===== src/rtl/spi_loopback_checker_sat_counter.sv =====
// Saturating up-counter with synchronous clear; clear wins over increment.
module sat_counter #(
  parameter int WIDTH = 16
) (
  input  logic             sys_clk,
  input  logic             rst_n,
  input  logic             inc,
  input  logic             clr,
  output logic [WIDTH-1:0] count
);

  always_ff @(posedge sys_clk or negedge rst_n) begin
    if (!rst_n) begin
      count <= '0;
    end else if (clr) begin
      count <= '0;
    end else if (inc && (count != '1)) begin
      count <= count + WIDTH'(1);
    end
  end

endmodule


===== config.mk =====
export PLATFORM = sky130hd
export DESIGN_NAME = sat_counter
export DESIGN_NICKNAME = d
export VERILOG_FILES = /design/src/rtl/spi_loopback_checker_sat_counter.sv
export SDC_FILE = /design/constraint.sdc
export NUM_CORES = 1
export LEC_CHECK = 0
export BUFFER_PORTS_ARGS = -buffer_cell sky130_fd_sc_hd__buf_2
export CELL_PAD_IN_SITES_DETAIL_PLACEMENT = 0
export CELL_PAD_IN_SITES_GLOBAL_PLACEMENT = 1
export CORE_MARGIN = 2
export CORE_UTILIZATION = 36
export DETAILED_ROUTE_END_ITERATION = 10
export PLACE_DENSITY_LB_ADDON = 0.1
export SETUP_SLACK_MARGIN = 0.15
export SYNTH_ARGS = -nofsm -noshare
export SYNTH_HDL_FRONTEND = slang
export SYNTH_SLANG_ARGS = --single-unit

===== constraint.sdc =====
create_clock -name sys_clk -period 1.66 [get_ports sys_clk]
set_input_delay 0.249 -clock sys_clk [delete_from_list [all_inputs] [get_ports sys_clk]]
set_output_delay 0.249 -clock sys_clk [all_outputs]
set_load 0.01 [all_outputs]

=== Word-level counts from Yosys, hierarchy flattened ===
Cells that the tools add are included.

* Add/subtract/negate cells: 1
* Equal/unequal tests: 1
* Muxes and demuxes: 2
* Reduce and logical (&&, ||, !) cells: 2

{| class="wikitable"
|+ Operators by type and width
! operator !! number
|-
| $mux W16 || 2
|-
| $add A16 B1 Y16 const B || 1
|-
| $ne A16 B16 Y1 const B || 1
|-
| $reduce_bool A2 Y1 || 1
|-
| $logic_and A1 B1 Y1 || 1
|}

* Bits in registers: 16
* Bits of input ports: 4
* Output and inout port bits: 16

=== Longest topological paths before layout ===
* Word-level depth: 4
* Gate-level depth with buffers: 6
* Depth with buffers taken out: 5

=== Least setup slack after synthesis ===
Ideal clock, no wire load.

* Kind: reg2reg
* From: register count[0]
* To: register count[15]
* Data arrival time: 1.670 ns
* Data required time: 1.532 ns
* Slack: -0.138 ns
* Stages on the path, launching flop included: 6
* Clock period less this slack: 1.798 ns
* Path through: dfrtp_1 ha_1 nand4_2 nor4_4 nor4_1 mux2_1

* Cells in the longest elaborated chain, start to end: 3

{| class="wikitable"
|+ RTL lines
! item !! RTL line !! source
|-
| start: declaration || 9 || <nowiki>output logic [WIDTH-1:0] count</nowiki>
|-
| start signal: assignment || 18 || <nowiki>count <= count + WIDTH'(1);</nowiki>
|-
| $add A16 B1 Y16 / $ne A16 B16 Y1 (equally long branches) || 18, 17 ||
|-
| $mux W16 / $logic_and A1 B1 Y1 (equally long branches) || 17 || <nowiki>end else if (inc && (count != '1)) begin</nowiki>
|-
| $mux W16 / $reduce_bool A2 Y1 (equally long branches) || n/a ||
|}

Parallel ways exist; a longest one is shown, timed or not. The select of a mux whose other input is x is not followed.
A chain may end at the register's enable or synchronous reset.

=== Worst setup path in the final report ===
* From: register count[0]
* To: register count[10]

The elaborated chain is that of the path after synthesis.

==> summary.md <==
| Metric | Value |
|---|---|
| Post-synth cell types | `28` |
| Final hold slack | `0.263 ns` |
| Max-Cap Viols | `0` |
| Vias per inst | `5.51` |
| Largest cells by area after synthesis | `dfrtp_1 (42%), a21oi_1 (5.8%), o31ai_1 (5.6%)` |
| Fin. Hold Viols | `0` |
| Worst hold path type | `in2reg` |
| PD cells | `485 nW/µm²` |
| Row count | `18` |
| WL final | `2830 µm` |
| Drt wl/cell | `15.6 µm` |
| Pleak | `0.000682 µW` |
| Max Freq | `589 MHz` |
| DP HPWL | `1890 µm` |
| Post-layout nets | `157` |
| Seq pwr share | `53.2%` |
| CTS tree | `built` |
| Post-synthesis async set-or-reset flop share | `100%` |
| Vias | `998` |
| Slew Limit Fails | `0` |
| Seq cells post-synth | `16` |
| Clk sinks | `16` |
| Rel. slew slack | `64.9%` |
| IO Port Bufs | `19` |
| Critical Path RT | `1.89 ns` |
| Worst-skew pair later-pin latency | `0.29 ns` |
| Total track usage | `21.2%` |
| Worst setup EP type | `register` |
| Largest regs | `count x16` |
| Yosys top cell area share | `42.5%` |
| Most common cell in the synthesized netlist | `dfrtp_1` |
| CTS buffer count | `3` |
| P_int | `559 µW` |
| Max Clock Skew | `0.00115 ns` |
| Critical Path Start Type | `register` |
| Synth warn | `0` |
| RSZ-0062 raised after global routing | `true` |
| Max reg flops | `16` |
| Ant. Diodes | `0` |
| Leading area contributor after synthesis | `dfrtp_1` |
| Final Setup Violations | `6` |
| Io pins | `20` |
| Chip height | `55.2 µm` |
| Failing checks | `negative setup slack` |
| FF-to-FF End | `count[10]` |
| DR iter-0 viols | `17` |
| Grt ovf | `0` |
| Core Area | `2480 µm²` |
| Post-DRT Antenna Nets | `0` |
| RePlAce Congestion | `0.730` |
| Comb pwr share | `10.6%` |
| Crit path max fanout | `7` |
| Top post-synthesis cells by count | `dfrtp_1 (16), a21oi_1 (11), o31ai_1 (7)` |
| Die Footprint | `3040 µm²` |
| Worst Setup SP | `count[0]` |
| Post-Layout Inst Area | `1540 µm²` |
| Synth Cell Area | `942 µm²` |
| Ys flop type | `dfrtp_1` |
| Die W | `55.2 µm` |
| Worst reg2reg setup slack | `-0.04 ns` |
| Post-synth EDFFs | `0` |
| Vias in the first global route | `913` |
| Seq/Total Area, Yosys | `42.5%` |
| Status | `finished with violations` |
| Antenna violations before repair | `0` |
| CTS root buffer | `clkbuf_4` |
| Worst EP arrival | `1.92 ns` |
| Cells after Synth | `98` |
| Worst Reg-to-Reg Cells | `6` |
| Avg Cell Area, Syn | `9.61 µm²` |
| Post-route minimum period | `1.70 ns` |
| Area growth syn-to-layout | `63.6%` |
| Sw Share | `25.2%` |
| H-tree depth | `1` |
| Syn_nets | `103` |
| Worst IR Drop VDD | `536 µV` |
| Sw Pwr | `188 µW` |
| Clock buffer depth | `2` |
| Placed insts | `165` |
| Clk pwr share | `36.2%` |
| Layout cells sized above 1 | `56.3%` |
| Placed Area | `1240 µm²` |
| Worst slew pin tran | `0.526 ns` |
| Largest net degree at the start of global routing | `21` |
| Initial Utilization | `38.0%` |
| Worst setup path end | `count[10]` |
| Clock slew at reported path FFs | `0.10 ns` |
| First-pass GRT wire length | `4440 µm` |
| Tcrit/Tclk final | `102%` |
| Setup WS post-layout | `-0.0368 ns` |
| WS Path Type | `reg2reg` |
| Post-Layout Cell Count | `181` |
| Residual DRC | `0` |
| FF-to-FF Start | `count[0]` |
| Pre-antenna DRT Iters | `6` |
| Largest Register | `count` |
==> timing repair <==
| item | CTS | global route |
|---|---|---|
| hold endpoints to repair | 16 | 0 |
| gates resized for setup | 21 | 15 |
| setup endpoints to repair | 16 | 16 |
| hold buffers | 1 | 0 |
| cloned | 0 | 0 |
| buffers inserted | 6 | 5 |
| pin swaps | 9 | 11 |
==> per-layer routing <==
layer  part of all wire (%)  global-route usage (%)  wire [µm]  vias up
met3                    4.2                    6.45        120        2
met5                      0                       0          0        -
met1                     48                    28.2       1350      484
met4                   0.46                    4.07         13        0
met2                     48                    34.1       1350       23
li1                       -                       -          -      489
==> area by class of cell <==
cell class	count	area [µm²]
flip-flops and latches	16	402
well taps	30	37.5
clock buffers	4	36.3
multi-input cells	74	662
repair buffers	54	393
inverters	3	11.3
fillers	212	936
==> logic make-up after synthesis <==
kind of cell / after synthesis / share of synthesized area (%)
compound gates: 24 / 16.2
fa+ha+maj: 1 / 1.33
simple gates: 45 / 31.2
buf+inv: 8 / 3.98
flops: 16 / 42.5
mux: 4 / 4.78
==> worst max-delay path: stages, from the launching register on <==
cell	delay, ns
dfrtp_1	0.44
ha_4	0.18
buf_6	0.10
and4_4	0.24
o211ai_4	0.11
or4_1	0.43
a21oi_2	0.13
==> metrics by stage <==
step                      setup slack [ns]  total power (µW)  utilization [%]  setup TNS [ns]
after detailed placement           -0.0877               460             50.0          -0.332
final                              -0.0368               748             62.2          -0.161
after floorplan                     0.0120               429                -               0
after global placement             -0.0626               459             50.0         -0.0775
after CTS                        -0.000291               748             58.0       -0.000291
after global routing                -0.105               790             62.2          -0.770
==> layout by cell type, fill, tap and decap left out, types with 2 or more instances in the layout <==
cell type | netlist | final
a21oi_1 | 11 | 6
a21oi_2 | 0 | 5
and3_1 | 2 | 2
and4_4 | 0 | 2
buf_2 | 0 | 18
buf_4 | 0 | 27
buf_6 | 1 | 8
clkbuf_4 | 0 | 3
dfrtp_1 | 16 | 15
inv_1 | 3 | 3
mux2_4 | 0 | 3
nand2_1 | 6 | 6
nand3_2 | 0 | 2
nand4_1 | 6 | 6
nor2_1 | 4 | 4
nor2b_1 | 4 | 4
nor4_4 | 1 | 5
o21ai_1 | 3 | 4
o31ai_1 | 7 | 6
or3_1 | 2 | 2
or4_1 | 5 | 4
or4_4 | 0 | 3
==> how the worst min path moves through the flow <==
stage,depth (start not counted),to,from,slack [ns]
3_5_place_dp,1,count[15],rst_n,0.19
5_1_grt,3,count[1],inc,0.25
2_1_floorplan,0,count[0],rst_n,-0.05
4_1_cts,3,count[1],inc,0.25
3_3_place_gp,1,count[15],rst_n,0.20
6_report,3,count[1],inc,0.26
==> power by group through the flow <==
stage          Combinational [µW]  Clock, µW  Sequential, µW
6_report                     79.4        271             398
3_3_place_gp                 55.1          0             404
2_1_floorplan                22.3          0             407
4_1_cts                      70.9        280             397
3_5_place_dp                 56.2          0             404
5_1_grt                      87.3        304             398
(Power assumes the default switching activity.)
